`src/rtl/fifo_write_arbiter_pkg.sv`:
```
// Shared constants and FSM state type for the four-requester FIFO write arbiter.
// Pure declarations: no latency, no flow control.
package fifo_write_arbiter_pkg;

  localparam int NUM_REQ = 4;
  localparam int OWNER_W = 2;
  localparam int WCNT_W  = 16;
  // Wide enough to hold BURST_LEN (max 8) after the final beat increments.
  localparam int BEAT_W  = 4;

  typedef enum logic {
    IDLE  = 1'b0,
    BURST = 1'b1
  } arb_state_t;

endpackage

```
`src/rtl/fifo_write_arbiter_rr_pick4.sv`:
```
// Round-robin pick of one of four requests, searching upward from last_owner+1 with wrap.
// Purely combinational (zero latency); no flow control of its own.
module rr_pick4
  import fifo_write_arbiter_pkg::*;
(
  input  logic [NUM_REQ-1:0] req_i,
  input  logic [OWNER_W-1:0] last_owner_i,
  output logic [NUM_REQ-1:0] winner_o,
  output logic [OWNER_W-1:0] winner_idx_o,
  output logic               found_o
);

  logic [OWNER_W-1:0] cand;
  logic               hit;

  always_comb begin
    winner_o     = '0;
    winner_idx_o = '0;
    cand         = '0;
    hit          = 1'b0;
    // k = NUM_REQ wraps back onto last_owner itself, so it is checked last.
    for (int k = 1; k <= NUM_REQ; k++) begin
      cand = last_owner_i + OWNER_W'(k);
      if (!hit && req_i[cand]) begin
        hit            = 1'b1;
        winner_o[cand] = 1'b1;
        winner_idx_o   = cand;
      end
    end
    found_o = hit;
  end

endmodule

```
`src/rtl/fifo_write_arbiter.sv`:
```
// Burst round-robin arbiter for four writers into one FIFO; grant is registered, write_en/ack same-cycle.
// mem_full stalls the burst in place (no timeout); owner dropping req ends the burst.
module fifo_write_arbiter
  import fifo_write_arbiter_pkg::*;
#(
  parameter int BURST_LEN = 4,
  parameter int DATA_W    = 8
) (
  input  logic                      write_clk,
  input  logic                      reset,
  input  logic [NUM_REQ-1:0]        req,
  input  logic [NUM_REQ*DATA_W-1:0] req_data,
  input  logic                      mem_full,
  output logic [NUM_REQ-1:0]        grant,
  output logic [NUM_REQ-1:0]        ack,
  output logic                      write_en,
  output logic [DATA_W-1:0]         data_in,
  output logic                      busy,
  output logic [WCNT_W-1:0]         write_count
);

  arb_state_t         state_q, state_d;
  logic [NUM_REQ-1:0] grant_q, grant_d;
  logic [BEAT_W-1:0]  beat_cnt_q, beat_cnt_d;
  logic [WCNT_W-1:0]  write_count_q, write_count_d;
  logic [OWNER_W-1:0] last_owner_q, last_owner_d;

  logic [NUM_REQ-1:0] rr_winner;
  logic [OWNER_W-1:0] rr_winner_idx;
  logic               rr_found;
  logic               owner_req;
  logic               last_beat;
  logic               wr_fire;

  rr_pick4 u_rr_pick4 (
    .req_i        (req),
    .last_owner_i (last_owner_q),
    .winner_o     (rr_winner),
    .winner_idx_o (rr_winner_idx),
    .found_o      (rr_found)
  );

  assign owner_req = |(grant_q & req);
  assign last_beat = (beat_cnt_q == BEAT_W'(BURST_LEN - 1));

  always_comb begin
    state_d       = state_q;
    grant_d       = grant_q;
    beat_cnt_d    = beat_cnt_q;
    write_count_d = write_count_q;
    last_owner_d  = last_owner_q;
    wr_fire       = 1'b0;
    unique case (state_q)
      IDLE: begin
        if (|req && !mem_full && rr_found) begin
          state_d      = BURST;
          grant_d      = rr_winner;
          beat_cnt_d   = '0;
          last_owner_d = rr_winner_idx;
        end
      end
      BURST: begin
        if (!owner_req) begin
          state_d = IDLE;
          grant_d = '0;
        end else if (!mem_full) begin
          wr_fire       = 1'b1;
          beat_cnt_d    = beat_cnt_q + BEAT_W'(1);
          write_count_d = write_count_q + WCNT_W'(1);
          if (last_beat) begin
            state_d = IDLE;
            grant_d = '0;
          end
        end
      end
      default: begin
        state_d = IDLE;
        grant_d = '0;
      end
    endcase
  end

  always_ff @(posedge write_clk or negedge reset) begin
    if (!reset) begin
      state_q       <= IDLE;
      grant_q       <= '0;
      beat_cnt_q    <= '0;
      write_count_q <= '0;
      last_owner_q  <= OWNER_W'(NUM_REQ - 1);
    end else begin
      state_q       <= state_d;
      grant_q       <= grant_d;
      beat_cnt_q    <= beat_cnt_d;
      write_count_q <= write_count_d;
      last_owner_q  <= last_owner_d;
    end
  end

  // AND-OR mux on the registered one-hot grant; yields zero whenever idle.
  always_comb begin
    data_in = '0;
    for (int i = 0; i < NUM_REQ; i++) begin
      if (grant_q[i]) begin
        data_in = data_in | req_data[i*DATA_W +: DATA_W];
      end
    end
  end

  assign grant       = grant_q;
  assign write_en    = wr_fire;
  assign ack         = grant_q & {NUM_REQ{wr_fire}};
  assign busy        = (state_q == BURST);
  assign write_count = write_count_q;

endmodule

```
`config.mk`:
```
export PLATFORM = sky130hd
export DESIGN_NAME = fifo_write_arbiter
export DESIGN_NICKNAME = d
export VERILOG_FILES = /design/src/rtl/fifo_write_arbiter_pkg.sv /design/src/rtl/fifo_write_arbiter_rr_pick4.sv /design/src/rtl/fifo_write_arbiter.sv
export SDC_FILE = /design/constraint.sdc
export NUM_CORES = 1
export LEC_CHECK = 0
export CORE_MARGIN = 1
export CORE_UTILIZATION = 46
export CTS_BUF_LIST = sky130_fd_sc_hd__clkbuf_4 sky130_fd_sc_hd__clkbuf_8 sky130_fd_sc_hd__clkbuf_16
export DETAILED_ROUTE_END_ITERATION = 8
export GPL_ROUTABILITY_DRIVEN = 0
export PLACE_DENSITY = 0.77
export SYNTH_ARGS = -nofsm -noshare
export SYNTH_HDL_FRONTEND = slang
export SYNTH_SLANG_ARGS = --single-unit
```
`constraint.sdc`:
```
create_clock -name write_clk -period 3.1 [get_ports write_clk]
set_input_delay 0.31 -clock write_clk [delete_from_list [all_inputs] [get_ports write_clk]]
set_output_delay 0.31 -clock write_clk [all_outputs]
set_load 0.05 [all_outputs]
```
==> impl_metrics.json, run 1 <==
{
  "io_pins": 73,
  "outcome": "finished clean",
  "synth_top_area_share_pct": 29.1,
  "layout_setup_ws_ns": 0.503,
  "port_buffers": 72,
  "worstPathMaxFanout": 13,
  "syn-cell-area_um2": 2150,
  "gr-usage-all-layers_pct": 24.5,
  "avgSynthCellArea_um2": 9.00,
  "synth_seq_cells": 27,
  "worstReg2RegEnd": "grant[1]",
  "place_ws_ns": 0.553,
  "p_int_mw": 1.11,
  "num_vias": 2119,
  "grt_pass1_wl_um": 9960,
  "cp-start-kind": "register",
  "clkSinkCount": 27,
  "wl_per_cell_um": 16.7,
  "dieArea_um2": 4960,
  "ys_async_sr_fraction_pct": 100,
  "dpl-instance-area_um2": 2900,
  "syn_inst": 239,
  "grt_use_met1_pct": 34.6,
  "p_clk_share_pct": 8.8,
  "diodes": 0,
  "rows": 24,
  "drc_errors": 0,
  "worstSetupPathType": "reg -> reg",
  "powerDensity_nw_per_um2": 799,
  "drive_gt1_share_pct": 10.1,
  "hold_path.class": "in -> async",
  "power.switching_mw": 1.24,
  "worst_slew_pin_slew_ns": 0.784,
  "power_frac_comb_pct": 65.4,
  "area_growth_pct": 37.2,
  "die_h_um": 70.4,
  "critPathArrivalTime_ns": 2.74,
  "synth_flop_cell": "dfrtp_1",
  "synth_top_cells_by_count": "dfrtp_1 (25), nand2_1 (23), a22oi_1 (18), inv_1 (16), o21ai_0 (12)",
  "cts_buffer_depth": 2,
  "synth.most_common_cell": "dfrtp_1",
  "cellLeakagePower_nw": 1.22,
  "grt_overflow_total": 0,
  "fmax_mhz": 385,
  "switching_share_pct": 52.7,
  "setup_viol": 0,
  "synth_area_leaders": "dfrtp_1 (29%), a22oi_1 (6.3%), ha_1 (5.8%), nand2_1 (4.0%), xnor2_1 (3.7%)",
  "nets": 357,
  "reg2reg_slack_ns": 0.50,
  "tritoncts": "yes",
  "top_usage_layer": "met2",
  "grt_pass1_vias": 1996,
  "core_area_um2": 4410,
  "cts-root-buf": "clkbuf_8",
  "synth_largest_area_cell": "dfrtp_1",
  "post_cts_buffers": 0,
  "numCtsBuffers": 3,
  "slowest_delay_ns": 0.70,
  "period_minus_slack_ns": 2.60,
  "grtUsageMet3_pct": 2.74,
  "final_area_um2": 2950,
  "path_clk_slew_ns": 0.09,
  "max_cap_violations": 0,
  "hold_buffers": 0,
  "grt.met2_usage_pct": 41.0,
  "grt_max_degree": 28,
  "yosysUniqueCellTypes": 55,
  "htree_levels": 1,
  "avgViaCountPerCell": 5.90,
  "drt_iter0_drc": 111,
  "cpMaxStageDelayCell": "dfstp_2",
  "syn_nets": 288,
  "p_total_mw": 2.36,
  "fin_tns_setup_ns": 0,
  "firstDrtPassIters": 4,
  "ant_nets": 0,
  "min_period_over_period_pct": 83.8,
  "yosysWarnings": 0,
  "yosysSeqAreaShare_pct": 31.5,
  "start_util_pct": 48.8,
  "antenna_found_initial": 0,
  "peakVddDrop_mv": 0.644,
  "wl_um": 5990,
  "crit_chain": "inv_1, ha_1, mux4_2, and2_1, o21ai_0, o2111ai_1",
  "grt_setup_unrepaired": "no",
  "crit_required_ns": 3.24,
  "post-route-util_pct": 66.9,
  "slew_headroom_pct": 47.3,
  "clk_latency_ns": 0.27,
  "regToRegStartpoint": "last_owner_q[1]",
  "power_frac_seq_pct": 25.8,
  "skew_ns": 0.00325,
  "hold_viol": 0,
  "r2r_cells": 6,
  "synth-edff-count": 0,
  "place.detailed.hpwl_um": 4490,
  "crit_path_end_kind": "register",
  "die_x_um": 70.4,
  "ctsResizeCount": 0,
  "final-max-slew-violation-count": 0
}
==> cell type report <==
type	instances	area, um^2
repair buffers	79	761
well taps	52	65.1
clock buffers	4	48.8
inverters	17	63.8
multi-input cells	180	1340
flip-flops and latches	27	678
fillers	377	1460
==> registers in the layout (all words and copies together) (netlist names) <==
signal	cells
write_count	16
grant	4
last_owner_q	2
busy	1
beat_cnt_q	4
==> routing by layer <==
| metal | up-vias | part of all wire [%] |
|---|---|---|
| li1 | 1040 | - |
| met1 | 1016 | 44 |
| met2 | 53 | 51 |
| met3 | 10 | 3.2 |
| met4 | 0 | 1.3 |
| met5 | - | 0 |
==> how the worst max path moves through the flow <==
stage                               start  endpoint  slack (ns)  cells past startpoint
final                     last_owner_q[1]  grant[1]        0.50                      6
after global routing      last_owner_q[1]  grant[1]        0.32                      6
after CTS                 last_owner_q[1]  grant[1]        0.53                      6
after detailed placement  last_owner_q[1]  grant[1]        0.55                      6
after global placement    last_owner_q[1]  grant[1]        0.67                      6
after floorplan           last_owner_q[0]  grant[3]        0.58                      9
==> power groups by stage <==
stage | registers, mW | clock network [mW] | logic (mW)
after detailed placement | 0.616 | 0 | 1.53
after floorplan | 0.680 | 0 | 1.00
after global placement | 0.611 | 0 | 1.51
after CTS | 0.608 | 0.210 | 1.54
after global routing | 0.630 | 0.227 | 1.65
final | 0.610 | 0.207 | 1.54
==> worst max-delay path: cells and delay by family (launching register included) <==
family | cells | cell delay, ns
AND/OR/NAND/NOR | 1 | 0.20
buffers and inverters | 1 | 0.21
flip-flops | 1 | 0.70
multiplexers | 1 | 0.47
AO/OA/AOI/OAI | 2 | 0.35
adder cells (fa/ha/maj) | 1 | 0.54
==> kinds of logic (layout without fill, tap and decap cells) <==
family,after synthesis,after routing,share of synthesized area [%]
buffers and inverters,32,100,6.40
xor gates and xnor gates,15,15,6.10
AOI/OAI and AO/OA,70,70,25.5
muxes,7,7,4.59
DFF,27,27,31.5
adders and majority gates,10,10,5.81
and+or+nand+nor,78,78,20.1
==> cells in the final DEF, fill, tap and decap left out, types with 6 or more instances in the layout <==
cell	netlist	final
a21oi_1	6	6
a22oi_1	18	18
and2_1	7	7
buf_4	0	12
clkdlybuf4s50_1	0	67
dfrtp_1	25	25
ha_1	10	10
inv_1	16	16
nand2_1	23	23
nand3_1	10	10
nand4_1	6	6
o21ai_0	12	12
xnor2_1	9	9
xor2_1	6	6
==> stage by stage <==
stage / cells / hold WS (ns)
final: 359 / 0.407
after global routing: 359 / 0.435
after CTS: 359 / 0.416
after detailed placement: 355 / 0.466
after global placement: 355 / 0.463
after floorplan: 239 / 0.0144
Power figures use the tool's default switching activity.
==> inputs of run 2 (changes only) <==
--- a/config.mk
+++ b/config.mk
@@ -6,11 +6,11 @@
 export NUM_CORES = 1
 export LEC_CHECK = 0
 export CORE_MARGIN = 1
-export CORE_UTILIZATION = 46
+export CORE_UTILIZATION = 42
 export CTS_BUF_LIST = sky130_fd_sc_hd__clkbuf_4 sky130_fd_sc_hd__clkbuf_8 sky130_fd_sc_hd__clkbuf_16
 export DETAILED_ROUTE_END_ITERATION = 8
 export GPL_ROUTABILITY_DRIVEN = 0
-export PLACE_DENSITY = 0.77
+export PLACE_DENSITY = 0.74
 export SYNTH_ARGS = -nofsm -noshare
 export SYNTH_HDL_FRONTEND = slang
 export SYNTH_SLANG_ARGS = --single-unit
==> constraint.sdc (replaced) <==
create_clock -name write_clk -period 2.2 [get_ports write_clk]
set_input_delay 0.22 -clock write_clk [delete_from_list [all_inputs] [get_ports write_clk]]
set_output_delay 0.22 -clock write_clk [all_outputs]
set_load 0.05 [all_outputs]
==> impl_metrics.json, run 2 (same netlist as run 1, synthesis figures left out) <==
{
  "worstPathMaxFanout": 12,
  "final-max-slew-violation-count": 0,
  "clk_latency_ns": 0.27,
  "grt_pass1_vias": 1912,
  "hold_path.class": "in -> async",
  "critPathCapture": "grant[2]",
  "setup.worst_path.start": "last_owner_q[1]",
  "area_growth_pct": 42.0,
  "slowest_delay_ns": 0.61,
  "rows": 25,
  "cts-root-buf": "clkbuf_8",
  "min_period_over_period_pct": 96.8,
  "avgViaCountPerCell": 5.73,
  "crit_chain": "buf_4, mux2_2, a2111oi_2, nand3_1, o2111ai_1",
  "setup_viol": 0,
  "slew_headroom_pct": 46.8,
  "worst_slew_pin_slew_ns": 0.792,
  "mostFrequentLayoutCells": "clkdlybuf4s50_1 (59), buf_4 (29), dfrtp_1 (25)",
  "gr-usage-all-layers_pct": 21.7,
  "worstSetupPathType": "reg -> reg",
  "regToRegStartpoint": "last_owner_q[1]",
  "numCtsBuffers": 3,
  "worstReg2RegEnd": "grant[2]",
  "critPathTopFamily": "compound AO/OA/AOI/OAI gates",
  "clkSinkCount": 27,
  "skew_ns": 0.00286,
  "reg2reg_slack_ns": 0.07,
  "crit_required_ns": 2.39,
  "max_cap_violations": 0,
  "tritoncts": "yes",
  "final_common_cell": "clkdlybuf4s50_1",
  "period_minus_slack_ns": 2.13,
  "path_buf_inv": 1,
  "cp.depth": 5,
  "cts_buffer_depth": 2,
  "place.detailed.hpwl_um": 4500,
  "fin_tns_setup_ns": 0,
  "cellLeakagePower_nw": 1.29,
  "post_cts_buffers": 0,
  "grt_max_degree": 28,
  "die_x_um": 73.6,
  "ant_nets": 0,
  "drc_errors": 0,
  "grt_overflow_total": 0,
  "cp-start-kind": "register",
  "crit_path_end_kind": "register",
  "start_util_pct": 44.7,
  "io_pins": 73,
  "fmax_mhz": 469,
  "drive_gt1_share_pct": 16.1,
  "grt_pass1_wl_um": 9290,
  "drt_iter0_drc": 147,
  "dieArea_um2": 5410,
  "htree_levels": 1,
  "wl_per_cell_um": 15.6,
  "antenna_found_initial": 0,
  "nets": 367,
  "p_total_mw": 3.48,
  "peakVddDrop_mv": 0.623,
  "largest_reg_flops": 16,
  "r2r_cells": 5,
  "outcome": "finished clean",
  "die_h_um": 73.6,
  "diodes": 0,
  "port_buffers": 72,
  "cpMaxStageDelayCell": "a2111oi_2",
  "powerDensity_nw_per_um2": 1140,
  "wl_um": 6000,
  "num_vias": 2200,
  "hold_viol": 0,
  "critPathArrivalTime_ns": 2.32,
  "firstDrtPassIters": 5,
  "core_area_um2": 4820,
  "path_clk_slew_ns": 0.09
}
## run 2: cell count changes in the layout (fill, tap and decap cells not counted)
cell             delta
inv_1               -1
ha_4                +1
inv_2               +1
mux4_1              +1
ha_1                -1
clkdlybuf4s50_1     -8
clkbuf_4            -1
clkinv_2            +2
clkinv_1            -1
buf_4              +17
## run 2: final cells by class
class | count | area [um^2]
Fill cell | 420 | 1760
Clock inverter | 1 | 5.00
Clock buffer | 3 | 41.3
Sequential cell | 27 | 678
Tap cell | 67 | 83.8
Inverter | 17 | 65.1
Multi-Input combinational cell | 181 | 1380
Timing Repair Buffer | 88 | 808
## run 2: worst min-delay path by stage
| stage | slack [ns] | start | depth (start not counted) | to |
|---|---|---|---|---|
| 4_1_cts | 0.33 | reset | 2 | write_count[14] |
| 5_1_grt | 0.35 | reset | 2 | write_count[14] |
| 2_1_floorplan | -0.08 | reset | 0 | beat_cnt_q[0] |
| 6_report | 0.32 | reset | 2 | write_count[14] |
| 3_5_place_dp | 0.47 | write_count[15] | 1 | write_count[15] |
| 3_3_place_gp | 0.46 | write_count[15] | 1 | write_count[15] |
## run 2: routing by layer
metal  part of all wire, %  global-route usage, %
met1                    43                   30.6
met2                    51                   36.4
met3                   5.1                   2.19
met4                  0.77                   4.06
met5                     0                      0
## run 2: through the flow
| stage | instance area (um^2) | worst slack, ns | instances | utilization, % | hold WS (ns) |
|---|---|---|---|---|---|
| final | 3060 | 0.0699 | 384 | 63.5 | 0.319 |
| after global routing | 3060 | -0.00672 | 384 | 63.5 | 0.349 |
| after detailed placement | 2970 | 0.0609 | 379 | 61.7 | 0.469 |
| after CTS | 3020 | 0.0978 | 383 | 62.6 | 0.329 |
| after floorplan | 2170 | -0.0436 | 239 | - | -0.0756 |
| after global placement | 2970 | 0.115 | 379 | 61.7 | 0.463 |
## run 2: power by group
part           leakage, nW  internal [mW]  total, mW  switching, mW
clock               0.0255          0.127      0.278          0.152
sequential           0.362          0.610      0.742          0.133
combinational        0.900          0.929       2.46           1.53
## run 2: timing repair
action	4_1_cts	5_1_grt
setup endpoints to repair	0	2
hold buffers	0	0
resized for setup	0	2
